File: src/rtl/door_sequencer.sv
// door_sequencer: door open/dwell/close cycle controller with obstruction reopen and limit-switch fault.
// Optional nudge (obstruction lockout after MAX_REOPEN reopens) enabled by DOOR_NUDGE_EN.
module door_sequencer #(
  parameter int MAX_REOPEN = 4,
  parameter int CNT_W      = 3
) (
  input  logic clk,
  input  logic reset,
  input  logic open_req,
  input  logic obstruct,
  input  logic open_lim,
  input  logic closed_lim,
  input  logic T,
  output logic KT,
  output logic door_open_cmd,
  output logic door_close_cmd,
  output logic door_busy,
  output logic door_done,
  output logic fault,
  output logic nudge
);
`ifdef DOOR_NUDGE_EN
  localparam logic NUDGE_EN = 1'b1;
`else
  localparam logic NUDGE_EN = 1'b0;
`endif
  typedef enum logic [2:0] {
    S_IDLE, S_OPENING, S_KICK, S_DWELL, S_CLOSING, S_DONE, S_FAULT
  } state_t;
  state_t state_q, state_d;
  logic [CNT_W-1:0] cnt_q, cnt_d;
  logic ext_q, ext_d, ign, ob;
  // Once the reopen budget is spent, obstruction no longer extends or reverses
  assign ign = NUDGE_EN && (cnt_q >= CNT_W'(MAX_REOPEN));
  assign ob  = obstruct && !ign;
  always_comb begin
    state_d = state_q;
    if (state_q != S_IDLE && open_lim && closed_lim) state_d = S_FAULT;
    else
      case (state_q)
        S_IDLE:    if (open_req) state_d = open_lim ? S_KICK : S_OPENING;
        S_OPENING: if (open_lim) state_d = S_KICK;
        S_KICK:    state_d = S_DWELL;
        S_DWELL:   if (T) state_d = (ext_q || ob) ? S_KICK : S_CLOSING;
        S_CLOSING: state_d = closed_lim ? S_DONE : ob ? S_OPENING : S_CLOSING;
        S_DONE:    state_d = S_IDLE;
        default:   state_d = S_FAULT;
      endcase
  end
  assign ext_d = (state_q == S_KICK) ? 1'b0 : (state_q == S_DWELL && ob) ? 1'b1 : ext_q;
  assign cnt_d = (state_q == S_DONE) ? '0 :
                 (state_q == S_CLOSING && state_d == S_OPENING) ? ((&cnt_q) ? cnt_q : cnt_q + 1'b1) :
                 cnt_q;
  always_ff @(posedge clk) begin
    if (reset) begin
      state_q        <= S_IDLE;
      cnt_q          <= '0;
      ext_q          <= 1'b0;
      KT             <= 1'b0;
      door_open_cmd  <= 1'b0;
      door_close_cmd <= 1'b0;
      door_busy      <= 1'b0;
      door_done      <= 1'b0;
      fault          <= 1'b0;
      nudge          <= 1'b0;
    end else begin
      state_q        <= state_d;
      cnt_q          <= cnt_d;
      ext_q          <= ext_d;
      KT             <= state_d == S_KICK;
      door_open_cmd  <= state_d == S_OPENING;
      door_close_cmd <= state_d == S_CLOSING;
      door_busy      <= state_d != S_IDLE;
      door_done      <= state_d == S_DONE;
      fault          <= state_d == S_FAULT;
      nudge          <= NUDGE_EN && (cnt_d >= CNT_W'(MAX_REOPEN)) &&
                        (state_d == S_DWELL || state_d == S_CLOSING);
    end
  end
endmodule

File: config.mk
export PLATFORM = sky130hd
export DESIGN_NAME = door_sequencer
export DESIGN_NICKNAME = d
export VERILOG_FILES = /design/src/rtl/door_sequencer.sv
export SDC_FILE = /design/constraint.sdc
export NUM_CORES = 1
export LEC_CHECK = 0
export ABC_AREA = 1
export CELL_PAD_IN_SITES_DETAIL_PLACEMENT = 0
export CELL_PAD_IN_SITES_GLOBAL_PLACEMENT = 1
export CORE_ASPECT_RATIO = 1.1
export CORE_MARGIN = 1.5
export CORE_UTILIZATION = 34
export CTS_BUF_LIST = sky130_fd_sc_hd__clkbuf_4 sky130_fd_sc_hd__clkbuf_8
export DETAILED_ROUTE_END_ITERATION = 8
export PLACE_DENSITY_LB_ADDON = 0.1
export SYNTH_ARGS = -nofsm -noshare
export SYNTH_HDL_FRONTEND = slang
export SYNTH_SLANG_ARGS = --single-unit
File: constraint.sdc
create_clock -name clk -period 1.3 [get_ports clk]
set_input_delay 0.26 -clock clk [delete_from_list [all_inputs] [get_ports clk]]
set_output_delay 0.26 -clock clk [all_outputs]
set_load 0.05 [all_outputs]
### Word-level counts from Yosys, hierarchy flattened

Cells that the tools add are included.

* eq/ne operators: 10
* multiplexer cells: 9
* reduce and logical (&&, ||, !) cells: 8

Operators with widths (number)
* $mux W3: 7
* $pmux W3 S6: 1
* $eq A3 B3 Y1 const B: 5
* $eq A3 B2 Y1 const B: 3
* $eq A3 B1 Y1 const B: 2
* $reduce_bool A3 Y1: 2
* $logic_and A1 B1 Y1: 3
* $logic_not A3 Y1: 1
* $mux W2: 1
* $reduce_or A2 Y1: 1
* $logic_or A1 B1 Y1: 1

* bits in registers: 10
* bits of input ports: 7
* output and inout bits: 7
* logic and storage cells: 35

### Longest topological paths before layout

* word-level depth: 6
* depth in mapped cells: 9

### Worst setup path after synthesis

No wires, ideal clock.

* kind: flip-flop to flip-flop
* from: reg state_q[2]
* to: reg door_busy
* library setup time: 0.124 ns
* data arrival time: 0.999 ns
* setup slack: 0.177 ns
* stages on the path, launching flop included: 7
* path buffers: 0
* period minus slack after synthesis: 1.123 ns
* cell sequence: dfxtp_1 > nor2_2 > nand2_2 > nand2_4 > nand3_4 > o21bai_1 > nand3_1

* word-level cells in the longest chain between the ends: 5

RTL lines
* start: declaration: RTL line 30 `state_t state_q, state_d;`
* start signal: assignment: RTL line 67 `state_q <= state_d;`
* parallel branches: the longest is 3 deep, another holds $pmux W3 S6
* $mux W3 *: RTL line 38 `if (state_q != S_IDLE && open_lim && closed_lim) state_d = S_FAULT;`
* $reduce_bool A3 Y1 *: RTL line 73 `door_busy <= state_d != S_IDLE;`
* end signal: assignment: RTL line 62 `door_busy <= 1'b0;`
* end signal: assignment: RTL line 73
* end: declaration: RTL line 17 `output logic door_busy,`

Mark *: on every way between the ends.
A chain may end at the register's enable or synchronous reset.

### Worst setup path in the final report

* from: reg state_q[0]
* to: reg door_busy

Same word-level chain as after synthesis.

==> reports/qor.txt <==
outcome: complete, no violations
unrepaired setup endpoints after global routing: false
CP Cell Sequence: nor2_2 > nand2_2 > nand2_4 > nand3_4 > o21bai_1 > nand3_1
fin. max-slew vios: 0
I/O Pins: 14
Port Buffers: 12
vias in the first global route: 480
DP Area: 782 µm²
Worst EP arrival: 1340 ps
Critical Path RT: 1450 ps
synth top area cells: dfxtp_1 (35%), nand2_1 (13%), nor2_1 (11%), inv_1 (8.0%), nand3_1 (4.4%)
CP peak stage delay: 350 ps
Placer Congestion: 0.743
post-synth top area cell: dfxtp_1
vias per cell: 4.40
diode count: 0
RR Endpoint: door_busy
Num Clock Sinks: 10
Yosys top cell area share: 35.4%
Top Layer Used: met3
register area share after synthesis: 35.4%
Max-cap violations: 0
met3 wire length: 69 µm
die width: 41.9 µm
Hold EP: ext_q
fin cells: 119
NumNets Final: 110
initial core utilization: 36.3%
Cell Area, Synth: 566 µm²
area of the die: 0.00192 mm²
Core Area: 0.00156 mm²
FF-to-FF setup slack: 110 ps
met2 WL post-DR: 496 µm
slowest CP cell: dfxtp_2
CTS tree: built
Max FO, Critical Path: 6
most frequent cells in the layout: nand2_1 (19), nor2_1 (15), inv_1 (12), dfxtp_1 (8), buf_12 (6)
Longest Clk Path Bufs: 2
WP depth: 6
period utilisation layout: 91.7%
Netlist cell types: 20
commonest non-fill, non-tap cell in the layout: nand2_1
final wirelength: 1.10 mm
Leak Pwr: 0.440 nW
minimum clock period: 1190 ps
Placed Cells: 115
Worst Hold Depth: 1
Worst R2R Start: state_q[0]
DR iter-0 viols: 6
Syn Inst Count: 84
Final Hold Fails: 0
Area Growth Syn to Fin: 46.5%
kind of critical path: reg2reg
cell family with most CP delay: simple AND/OR/NAND/NOR gates
Crit. End Element: flip-flop
share of layout cells above drive strength 1: 29.4%
Pre-antenna DRT Iters: 4
pwr dens: 1940 mW/mm²
final worst setup slack: 108 ps
post-synthesis register bit count: 10
VDD IR-drop max: 1.11 mV
WL met1: 530 µm
Syn. warnings: 0
Root Driver: clkbuf_4
CP Launch Type: flip-flop
detailed-placement wirelength estimate: 923 µm
clock skew: 2.10 ps
Setup WS pre-CTS: -207 ps
vias: 524
Final Instance Area: 828 µm²
Setup TNS: 0 ps
Total GRT Usage: 14.0%
R2R cell count: 6
# setup viols final: 0
hold path start: ext_q
CTS Buf Count: 3
H-tree depth: 1
num rows: 15
post-DR wirelength/cell: 9.21 µm
Final ANT Viol Nets: 0
number of fill cells: 155
Clock Latency Late Sink: 260 ps
Hold WC Path Type: reg2reg
first-pass GRT wire length: 1.95 mm
Post-route DRC: 0
initial antenna violation count: 0
Avg Cell Area, Syn: 6.73 µm²
largest net degree at the start of global routing: 8
fmax: 0.839 GHz
die height: 45.8 µm
Clock Pin Slew Worst Setup and Hold Paths: 60 ps
CP bufs+invs: 0
grt ovf: 0
Synth Net Count: 91
==> metal layers <==
layer	track usage, %	vias to the layer above
met4	3.87	0
li1	-	288
met1	18.6	223
met3	5.95	0
met5	0	-
met2	20.9	13
==> synth_stat cells, drive strengths merged <==
cell and n:
o211a 1, nand3b 1, a21boi 1, nor2 20, o21ai 2, inv 14
conb 1, buf 1, dfxtp 10, o21bai 1, nand2 23, clkinv 1
nand3 8
==> cell type report <==
| class | instances | area (µm²) | share of cell area (%) |
|---|---|---|---|
| Multi-Input combinational cell | 58 | 307 | 37.0 |
| Timing Repair Buffer | 15 | 205 | 24.8 |
| Sequential cell | 10 | 203 | 24.5 |
| Inverter | 15 | 56.3 | 6.80 |
| Clock buffer | 4 | 36.3 | 4.38 |
| Tap cell | 17 | 21.3 | 2.57 |
==> sequential cells by signal, indices dropped and copies added (netlist names) <==
register and cells:
ext_q 1, fault 1, door_open_cmd 1, state_q 3, KT 1, door_busy 1, door_close_cmd 1, door_done 1
==> worst reg2reg max path: stages (launching register included) <==
cell	delay, ps
dfxtp_2	350
nor2_2	170
nand2_2	110
nand2_4	100
nand3_4	90
o21bai_1	170
nand3_1	90
==> logic make-up (layout without fill, tap and decap cells) <==
group / Yosys count / count (layout) / synth area share, %
AO/OA/AOI/OAI: 5 / 5 / 6.86
buffers and inverters: 16 / 34 / 11.3
flip-flops: 10 / 10 / 35.4
other: 1 / 1 / 0.663
AND/OR/NAND/NOR: 52 / 52 / 45.8
==> what timing repair did <==
action,CTS,global route
hold buffers,0,0
setup buffers,0,0
gates resized for setup,0,5
endpoints found under the setup margin,0,8
==> report_power, final <==
| group | switching, mW | internal (mW) |
|---|---|---|
| Combinational | 0.493 | 0.370 |
| Clock | 0.0979 | 0.170 |
| Sequential | 0.0863 | 0.387 |
==> how the worst max path moves through the flow <==
stage	start	end	slack, ps
2_1_floorplan	state_q[2]	door_busy	180
3_3_place_gp	open_lim	door_busy	-200
3_5_place_dp	open_lim	door_busy	-210
4_1_cts	state_q[2]	door_busy	40
5_1_grt	state_q[1]	door_busy	10
6_report	state_q[0]	door_busy	110
==> metrics by stage <==
stage / util, % / hold slack (ps) / power (mW)
finish: 53.2 / 503 / 1.60
global placement: 50.2 / 493 / 1.34
CTS: 52.5 / 508 / 1.61
floorplan: - / 332 / 1.01
global route: 53.2 / 526 / 1.73
detailed placement: 50.2 / 493 / 1.34
Power figures use the tool's default switching activity.
